[src/rtl/fetch_pc_queue.sv]
// Instruction-fetch front end: sequential PC generation, single-outstanding memory fetch, PC/instruction queue to decode.
// Optional FETCH_ALIGN_CHK_EN: misaligned redirect raises a sticky fault that blocks issue.
module fetch_pc_queue #(
  parameter int unsigned        ADDR_W   = 32,
  parameter int unsigned        DATA_W   = 32,
  parameter int unsigned        DEPTH    = 4,
  parameter logic [ADDR_W-1:0]  RESET_PC = '0,
  parameter int unsigned        STEP     = 4
) (
  input  logic              clk,
  input  logic              rst,
  input  logic              stall_i,
  input  logic              redirect_i,
  input  logic [ADDR_W-1:0] redirect_pc_i,
  output logic              mem_req_o,
  output logic [ADDR_W-1:0] mem_addr_o,
  input  logic              mem_gnt_i,
  input  logic              mem_rvalid_i,
  input  logic [DATA_W-1:0] mem_rdata_i,
  output logic              if_valid_o,
  output logic [ADDR_W-1:0] if_pc_o,
  output logic [DATA_W-1:0] if_inst_o,
  input  logic              if_ready_i,
  output logic              fault_o
);

  localparam int unsigned PTR_W = $clog2(DEPTH);
  localparam int unsigned CNT_W = PTR_W + 1;

  typedef enum logic [1:0] {IDLE, REQ, WAIT} state_t;

  state_t              state, state_n;
  logic [ADDR_W-1:0]   fetch_pc, fetch_pc_n;
  logic [ADDR_W-1:0]   req_pc, req_pc_n;
  logic                discard, discard_n;
  logic                fault_q;
  logic                push, pop;
  logic [ADDR_W-1:0]   redirect_tgt;

  logic [ADDR_W-1:0]   q_pc   [DEPTH];
  logic [DATA_W-1:0]   q_inst [DEPTH];
  logic [CNT_W-1:0]    wr_ptr, rd_ptr;
  logic [CNT_W-1:0]    count;

`ifdef FETCH_ALIGN_CHK_EN
  logic fault_n;

  assign redirect_tgt = redirect_pc_i;

  // Sticky until a redirect to an aligned target.
  always_comb begin
    fault_n = fault_q;
    if (redirect_i) fault_n = |redirect_pc_i[1:0];
  end

  always_ff @(posedge clk) begin
    if (rst) fault_q <= 1'b0;
    else     fault_q <= fault_n;
  end
`else
  assign redirect_tgt = redirect_pc_i & ~ADDR_W'(3);
  assign fault_q      = 1'b0;
`endif

  assign fault_o = fault_q;

  // Next-state, PC bookkeeping and queue push/pop decisions.
  always_comb begin
    state_n    = state;
    fetch_pc_n = fetch_pc;
    req_pc_n   = req_pc;
    discard_n  = discard;
    push       = 1'b0;
    pop        = if_valid_o && if_ready_i && !redirect_i;
    unique case (state)
      IDLE: begin
        if (!stall_i && !redirect_i && (count < CNT_W'(DEPTH)) && !fault_q) begin
          state_n  = REQ;
          req_pc_n = fetch_pc;
        end
      end
      REQ: begin
        if (mem_gnt_i) begin
          state_n = WAIT;
          if (!redirect_i && !discard) fetch_pc_n = fetch_pc + ADDR_W'(STEP);
        end
      end
      WAIT: begin
        if (mem_rvalid_i) begin
          state_n   = IDLE;
          push      = !discard && !redirect_i;
          discard_n = 1'b0;
        end
      end
      default: state_n = IDLE;
    endcase
    // A response retiring in the redirect cycle needs no discard.
    if (redirect_i) begin
      fetch_pc_n = redirect_tgt;
      if ((state == REQ) || ((state == WAIT) && !mem_rvalid_i)) discard_n = 1'b1;
    end
  end

  always_ff @(posedge clk) begin
    if (rst) begin
      state    <= IDLE;
      fetch_pc <= RESET_PC;
      req_pc   <= RESET_PC;
      discard  <= 1'b0;
    end else begin
      state    <= state_n;
      fetch_pc <= fetch_pc_n;
      req_pc   <= req_pc_n;
      discard  <= discard_n;
    end
  end

  // PC/instruction queue; redirect flush takes priority over push and pop.
  always_ff @(posedge clk) begin
    if (rst) begin
      wr_ptr <= '0;
      rd_ptr <= '0;
      count  <= '0;
      for (int i = 0; i < int'(DEPTH); i++) begin
        q_pc[i]   <= '0;
        q_inst[i] <= '0;
      end
    end else if (redirect_i) begin
      wr_ptr <= '0;
      rd_ptr <= '0;
      count  <= '0;
    end else begin
      if (push) begin
        q_pc[wr_ptr[PTR_W-1:0]]   <= req_pc;
        q_inst[wr_ptr[PTR_W-1:0]] <= mem_rdata_i;
        wr_ptr                    <= wr_ptr + CNT_W'(1);
      end
      if (pop) rd_ptr <= rd_ptr + CNT_W'(1);
      unique case ({push, pop})
        2'b10:   count <= count + CNT_W'(1);
        2'b01:   count <= count - CNT_W'(1);
        default: count <= count;
      endcase
    end
  end

  assign mem_req_o  = (state == REQ);
  assign mem_addr_o = req_pc;
  assign if_valid_o = (wr_ptr != rd_ptr);
  assign if_pc_o    = q_pc[rd_ptr[PTR_W-1:0]];
  assign if_inst_o  = q_inst[rd_ptr[PTR_W-1:0]];

endmodule

[config.mk]
export PLATFORM = sky130hd
export DESIGN_NAME = fetch_pc_queue
export DESIGN_NICKNAME = d
export VERILOG_FILES = /design/src/rtl/fetch_pc_queue.sv
export SDC_FILE = /design/constraint.sdc
export NUM_CORES = 1
export LEC_CHECK = 0
export CAP_MARGIN = 20
export CORE_UTILIZATION = 60
export DETAILED_ROUTE_END_ITERATION = 10
export PLACE_DENSITY = 0.85
export SYNTH_ARGS = -nofsm -noshare
export SYNTH_HDL_FRONTEND = slang
export SYNTH_SLANG_ARGS = --single-unit
export TNS_END_PERCENT = 5
[constraint.sdc]
create_clock -name clk -period 4.1 [get_ports clk]
set_input_delay 0.615 -clock clk [delete_from_list [all_inputs] [get_ports clk]]
set_output_delay 0.615 -clock clk [all_outputs]
set_load 0.02 [all_outputs]
Word level (Yosys, flattened, before mapping). Memory sizes are Yosys's and may differ from the RTL's. A register that Yosys moved wholly into a read port is not among the register bits. Cells that the tools add are included.

Reductions and logical operators: 23. Add/sub/neg operators: 5. Magnitude comparators: 1. Multiplexer cells: 31. Equal/unequal tests: 8.

Operators with widths (count): two-way mux 32 bit (6); OR reduction 32 bit (2); adder 32 x 3 -> 32 bit (second input constant) (1); two-way mux 2 bit (9); two-way mux 1 bit (14); adder 3 x 1 -> 3 bit (second input constant) (3); AND reduction 3 bit (3); nonzero test 2 bit (4); logical AND 1 bit (6); case mux 2 bit (3 select lines) (1); case mux 3 bit (2 select lines) (1); == test 2 x 1 -> 1 bit (second input constant) (2); == test 2 bit (second input constant) (2); zero test 1 bit (4); != test 2 bit (second input constant) (2); less-than comparator 3 bit (second input constant) (1); != test 3 bit (1); subtractor 3 x 1 -> 3 bit (second input constant) (1); zero test 2 bit (1); != test 2 x 1 -> 1 bit (second input constant) (1); AND reduction 2 bit (1); OR reduction 2 bit (1); logical OR 1 bit (1).

Output and inout port bits: 99. Memories: 2. Bits of input ports: 71. Word-level logic and storage cells: 78. Register bits: 76. Bits in writable memories: 256.

Memories: q_inst (depth 4, width 32, read ports 1, clocked after Yosys merged registers in 1, write ports 4, RTL line 41) `logic [DATA_W-1:0] q_inst [DEPTH];`; q_pc (depth 4, width 32, read ports 1, clocked after Yosys merged registers in 1, write ports 4, RTL line 40) `logic [ADDR_W-1:0] q_pc [DEPTH];`.

Longest topological paths before layout. Gate-level depths: netlist (run 1).

Depth in word-level cells: 10. Depth in mapped cells: 10. Gate-level depth less buffers: 9.

Worst setup path after synthesis (run 1). No wires, ideal clock.

Kind: input port to flip-flop. From: input port rst. To: memory q_inst[2][0] (enable). Required time: 3.707 ns. Setup time: 0.393 ns. Buffers on the path: 3. Cell stages on the path: 7. Path slack: 1.226 ns. Data arrival time: 2.481 ns. Cell sequence: buf_2 or2_0 clkbuf_1 nor2_2 and3b_1 buf_2 or2_2.

RTL lines: start: declaration (RTL line 11) `input logic rst,`; end: declaration (RTL line 41).

==> flow_summary_export.csv, run 1 <==
group,metric,value,unit
logic_synthesis,synth_top_family_by_area,"simple AND/OR/NAND/NOR gates",
worst_setup_path,critical_path.top_delay_family,"buffers and inverters",
worst_setup_path,cp.required,3480,ps
cells_and_area,nFillCells,1412,
route,vias,8967,
worst_setup_path,r2r_cells,9,
floorplan,fp.dieW,156,microns
sta,worst_pin_slew,1050,ps
route,wire_per_inst,20.4,microns
worst_setup_path,worstReg2RegEnd,"count[2]$_SDFFE_PP0P_",
sta,relSlewSlack,29.2,%
placement,dpl_cell_area,16100,sq um
pwr,peakVddDrop,0.255,mV
logic_synthesis,syn_inst,1043,
floorplan,core,22900,sq um
worst_setup_path,cp-end-kind,"output pin",
logic_synthesis,synth_fa_ha_area_share,0.493,%
sta,finClkSkew,14.7,ps
sta,max_freq,301,MHz
worst_setup_path,cp.buffers_inverters,2,
pwr,combinationalPowerShare,5.9,%
placement,place_hpwl,18.2,mm
clocking,clockBufferDepth,3,
worst_setup_path,path_class,"reg2out",
logic_synthesis,synth_compound_area_share,4.49,%
logic_synthesis,synthFlopType,"edfxtp_1",
logic_synthesis,async_flop_share,0,%
cells_and_area,layout-drive-gt1-share,12.0,%
route,viasPerCell,5.88,
worst_setup_path,ff2ff_setup_slack,1450,ps
cells_and_area,final_util,75.4,%
logic_synthesis,synth_warnings,0,
cells_and_area,fin_area,17300,sq um
logic_synthesis,synthXorXnorAreaFrac,0.924,%
route,ant_nets,0,
placement,gp_congestion,0.868,
worst_setup_path,arrival,2710,ps
logic_synthesis,seq_area_frac_synth,62.8,%
sta,finalCriticalPeriod,3320,ps
global_route,grt.overflow.total,0,
pwr,p_int,5.63,mW
cells_and_area,final_common_cell,"and2_1",
floorplan,die_y,156,microns
cells_and_area,layout_common_cells,"and2_1 (251), edfxtp_1 (248), clkdlybuf4s50_1 (161)",
cells_and_area,n_antenna_cell,0,
global_route,grt_max_degree,73,
global_route,track_usage,26.5,%
clocking,cts_resized,0,
worst_setup_path,r2r_start,"wr_ptr[1]$_SDFFE_PP0P_",
cells_and_area,final_nets,1267,
sta,finalSetupViolations,0,
clocking,clock_latency,520,ps
logic_synthesis,synth_edf_count,248,
worst_setup_path,slowest_delay,720,ps
logic_synthesis,syn_area,14200,sq um
clocking,path_clk_slew,60,ps
clocking,cts_hold_buf,0,
logic_synthesis,synthSimpleGateAreaFrac,18.8,%
sta,rsz0062_at_grt,"false",
global_route,grt_first_pass_wirelength,48.8,mm
floorplan,io_pins,170,
pwr,total_leakage_power,6.07,nW
worst_setup_path,crit_path_max_fanout,23,
clocking,cts_buffers,34,
floorplan,initial_core_util,62.0,%
route,routed_wirelength,31.2,mm
sta,hold_viol,0,
run_status,outcome,"finished, final reports clean",
logic_synthesis,yosysUniqueCellTypes,59,
sta,slew_viol_final,0,
pwr,fin_total_pwr,7.13,mW
pwr,switching_power,1.50,mW
clocking,cts-root-buf,"clkbuf_16",
pwr,share_seq_of_total_power,51.7,%
global_route,grt_pass1_vias,9041,
clocking,cts_sinks,322,
worst_setup_path,critPathCapture,"if_pc_o[31]",
clocking,htreeDepth,2,
floorplan,dieArea,24300,sq um
route,dr.first_iter.drc_count,794,
route,drc,0,
logic_synthesis,ys_ff_latch,322,
sta,setup_tns,0,ps
logic_synthesis,syn_avg_cell_area,13.6,sq um
clocking,cts_tree,"done",
worst_setup_path,worstPathCellList,"buf_4 > mux4_2 > clkdlybuf4s50_1",
worst_setup_path,crit_cells,3,
worst_setup_path,cp-start-kind,"flip-flop",
clocking,cts_setup_buffers,0,
cells_and_area,syn_to_final_growth,21.5,%
placement,port_buffers,162,
pwr,p_sw_share,21.0,%
pwr,clockPowerShare,42.4,%
logic_synthesis,synth.area.mux_share,9.90,%
run,cap_violations,0,
global_route,antenna_found_initial,0,
sta,finalCritPeriodShare,81.0,%
pwr,powerDensity,413,nW/um^2
route,dr.pass1.iters,5,
floorplan,row_count,55,
worst_setup_path,slowest_stage,"dfxtp_4",
hold_path,worstHoldPathType,"reg2reg",
==> kinds of logic (layout without fill, tap and decap cells) <==
group / after synthesis / in the layout
muxes: 63 / 63
AOI/OAI and AO/OA: 97 / 97
adders and majority gates: 5 / 5
buffers and inverters: 85 / 251
and+or+nand+nor: 455 / 455
other: 1 / 5
DFF: 322 / 322
xor gates and xnor gates: 15 / 15
==> flip-flops by register name, summed over array words and instances (netlist names), named ones only <==
| signal | count |
|---|---|
| fetch_pc | 30 |
| q_pc | 120 |
| q_inst | 128 |
| state | 2 |
| discard | 1 |
| mem_addr_o | 30 |
| count | 3 |
| wr_ptr | 3 |
| rd_ptr | 3 |
==> worst min-delay path by stage <==
stage	startpoint	end	slack, ps	cells after the start
5_1_grt	fetch_pc[23]$_SDFFE_PP0P_	mem_addr_o[23]$_SDFFE_PP0P_	540	2
6_report	mem_addr_o[31]$_SDFFE_PP0P_	mem_addr_o[31]$_SDFFE_PP0P_	510	2
3_5_place_dp	fetch_pc[23]$_SDFFE_PP0P_	mem_addr_o[23]$_SDFFE_PP0P_	490	2
4_1_cts	fetch_pc[18]$_SDFFE_PP0P_	mem_addr_o[18]$_SDFFE_PP0P_	500	2
2_1_floorplan	fetch_pc[31]$_SDFFE_PP0P_	mem_addr_o[31]$_SDFFE_PP0P_	450	2
3_3_place_gp	fetch_pc[23]$_SDFFE_PP0P_	mem_addr_o[23]$_SDFFE_PP0P_	480	2
==> metrics by stage <==
stage	setup slack (ps)	instances	hold slack, ps
5_1_grt	635	1526	538
3_5_place_dp	940	1467	488
3_3_place_gp	962	1467	476
6_report	779	1526	506
4_1_cts	703	1525	505
2_1_floorplan	1230	1047	446
==> power groups by stage <==
| stage | combinational [mW] | sequential (mW) | clock, mW |
|---|---|---|---|
| 3_5_place_dp | 0.414 | 3.76 | 0 |
| 6_report | 0.419 | 3.69 | 3.02 |
| 4_1_cts | 0.417 | 3.69 | 3.05 |
| 2_1_floorplan | 0.202 | 3.74 | 0 |
| 5_1_grt | 0.448 | 3.70 | 3.17 |
| 3_3_place_gp | 0.408 | 3.75 | 0 |
==> per-layer routing <==
metal	vias up	global-route usage, %	part of all wire (%)
met5	-	0	0
met1	4445	34.0	40
met4	0	9.15	2.2
li1	4120	-	-
met3	39	4.64	7.1
met2	363	45.7	51
==> final cells by class <==
cell class / count / area, sq um / share of cell area (%)
inverter: 12 / 45.0 / 0.261
multi-input combinational: 640 / 4970 / 28.8
tap: 313 / 392 / 2.27
clock inverter: 15 / 149 / 0.862
timing repair buffer: 181 / 1830 / 10.6
sequential: 322 / 8940 / 51.7
clock buffer: 43 / 948 / 5.49
==> worst min-delay path, cell delays in order, from the launching register on <==
cell	delay, ps
dfxtp_1	340
nand2_1	60
a21oi_1	60
==> synth_stat cells, types with 2 or more instances <==
library cell	number	share of area [%]
and3_1	2	0.088
nor4_1	8	0.35
a2111oi_2	2	0.21
o31a_1	2	0.12
dfxtp_1	74	10
o31ai_1	7	0.37
mux4_2	62	9.8
clkbuf_1	46	1.2
buf_2	11	0.39
a22oi_1	5	0.26
nor3b_1	5	0.26
or3_1	9	0.40
inv_1	11	0.29
buf_4	7	0.37
or4_1	8	0.42
nand4_1	11	0.48
ha_1	4	0.35
o21ai_0	11	0.39
xnor2_1	3	0.18
a311oi_1	12	0.74
nor3_1	3	0.11
edfxtp_1	248	52
a211oi_1	11	0.58
nand4_2	2	0.18
a21oi_1	39	1.4
and2_1	251	11
nand2_1	76	2.0
nand3_1	18	0.63
buf_1	3	0.079
and4_1	9	0.55
xor2_1	12	0.74
a21boi_0	2	0.11
clkbuf_2	6	0.21
or2_2	4	0.18
nand3b_1	2	0.11
nor2_1	34	0.90
No activity file was read; power rests on OpenSTA's default activity.
==> run 2: changes to the inputs <==
Settings changed: CORE_UTILIZATION 60 to 51, PLACE_DENSITY 0.85 to 0.77.
Clock period 4.1 ns to 2.95 ns, I/O delays scaled along.
==> flow_summary_export.csv, run 2 (synthesis gave the netlist of run 1 again) <==
group,metric,value,unit
run_status,outcome,"finished, final reports clean",
global_route,grt_pass1_vias,8833,
worst_setup_path,arrival,2420,ps
clocking,clockBufferDepth,3,
cells_and_area,largest_reg_flops,128,
clocking,cts_sinks,322,
worst_setup_path,cp-start-kind,"flip-flop",
route,dr.first_iter.drc_count,784,
cells_and_area,syn_to_final_growth,23.3,%
cells_and_area,layout_common_cells,"and2_1 (251), edfxtp_1 (248), clkdlybuf4s50_1 (161)",
worst_setup_path,cp.required,2510,ps
route,routed_wirelength,31.3,mm
cells_and_area,layout-drive-gt1-share,13.0,%
pwr,peakVddDrop,0.371,mV
route,ant_nets,0,
global_route,grt.overflow.total,0,
cells_and_area,final_nets,1283,
sta,slew_viol_final,0,
pwr,p_int,7.69,mW
floorplan,row_count,60,
placement,dpl.cell_count,1542,
sta,holdWs,469,ps
pwr,combinationalPowerShare,6.1,%
clocking,clock_latency,500,ps
placement,port_buffers,162,
pwr,clockPowerShare,41.6,%
clocking,cts_resized,0,
route,wire_per_inst,19.5,microns
global_route,antenna_found_initial,0,
cells_and_area,largestRegisters,"q_inst: 128 flops, q_pc: 120 flops",
hold_path,worstHoldPathType,"in2reg",
sta,finalSetupViolations,0,
hold_path,min-delay-start,"rst",
route,dr.pass1.iters,5,
sta,finalCriticalPeriod,2870,ps
sta,rsz0062_at_grt,"false",
global_route,grt_max_degree,63,
floorplan,io_pins,170,
clocking,cts_setup_buffers,0,
pwr,switching_power,2.10,mW
sta,finalCritPeriodShare,97.1,%
floorplan,dieArea,28500,sq um
pwr,powerDensity,559,nW/um^2
sta,setup_tns,0,ps
sta,hold_viol,0,
route,viasPerCell,5.52,
pwr,p_sw_share,21.4,%
cells_and_area,n_antenna_cell,0,
placement,gp_congestion,0.860,
cells_and_area,instances_no_fill,1604,
cells_and_area,nFillCells,2010,
sta,finClkSkew,11.4,ps
clocking,path_clk_slew,60,ps
sta,worst_pin_slew,695,ps
clocking,cts_buffers,35,
route,vias,8857,
floorplan,fp.dieW,169,microns
clocking,cts-root-buf,"clkbuf_16",
global_route,grt_first_pass_wirelength,48.6,mm
floorplan,initial_core_util,52.3,%
cells_and_area,final_common_cell,"and2_1",
pwr,total_leakage_power,6.16,nW
worst_setup_path,crit_path_max_fanout,24,
placement,place_hpwl,19.1,mm
clocking,cts_hold_buf,0,
clocking,htreeDepth,2,
worst_setup_path,cp-end-kind,"output pin",
worst_setup_path,path_class,"reg2out",
global_route,track_usage,22.3,%
pwr,share_seq_of_total_power,52.3,%
floorplan,core,27200,sq um
sta,max_freq,349,MHz
clocking,cts_tree,"done",
sta,relSlewSlack,53.7,%
cells_and_area,regMostFlops,"q_inst",
route,drc,0,
worst_setup_path,r2r_start,"wr_ptr[1]$_SDFFE_PP0P_",
cells_and_area,final_util,64.5,%
run,cap_violations,0,
floorplan,die_y,169,microns
worst_setup_path,ff2ff_setup_slack,450,ps
==> run 2: cell types whose count changed in the layout (fill, tap and decap cells not counted), sizes merged <==
cell | previous run | this run
buf | 20 | 35
clkbuf | 43 | 49
bufinv | 3 | 1
==> run 2: routing by layer <==
layer | GRT usage (%) | vias up | routed length [microns]
met5 | 0 | - | 0
met1 | 29.0 | 4396 | 13200
met4 | 5.89 | 0 | 538
li1 | - | 4158 | -
met3 | 3.65 | 42 | 1740
met2 | 38.8 | 261 | 15800
==> run 2: power groups by stage <==
stage,logic [mW],registers [mW],clock network (mW)
after floorplan,0.280,5.20,0
after global placement,0.593,5.21,0
after detailed placement,0.598,5.22,0
after CTS,0.601,5.13,4.13
after global routing,0.636,5.14,4.29
final,0.596,5.13,4.07
==> run 2: per-stage QoR <==
stage / cell area, sq um / total power [mW] / setup WS [ps]
final: 17500 / 9.79 / 85.0
after global routing: 17500 / 10.1 / 2.53
after CTS: 17500 / 9.86 / 46.0
after detailed placement: 16500 / 5.82 / 329
after global placement: 16500 / 5.80 / 350
after floorplan: 14200 / 5.48 / 248
==> run 2: cell type report <==
cell class / instances / area, sq um / share of cell area (%)
multi-input combinational: 640 / 4970 / 28.4
timing repair buffer: 196 / 2050 / 11.7
clock buffer: 49 / 971 / 5.54
inverter: 12 / 45.0 / 0.257
tap: 372 / 465 / 2.66
clock inverter: 13 / 90.1 / 0.514
sequential: 322 / 8940 / 51.0
==> run 2: worst paths after layout <==
check	end	cells past startpoint
setup / recovery	if_pc_o[25]	3
setup reg to reg	count[2]$_SDFFE_PP0P_	9
hold / removal	state[1]$_SDFFE_PP0P_	3
hold reg to reg	mem_addr_o[23]$_SDFFE_PP0P_	2
==> run 2: critical path: stages, from the launching register on <==
cell and delay [ps]:
dfxtp_4 490, buf_12 260, mux4_2 570, clkdlybuf4s50_1 560
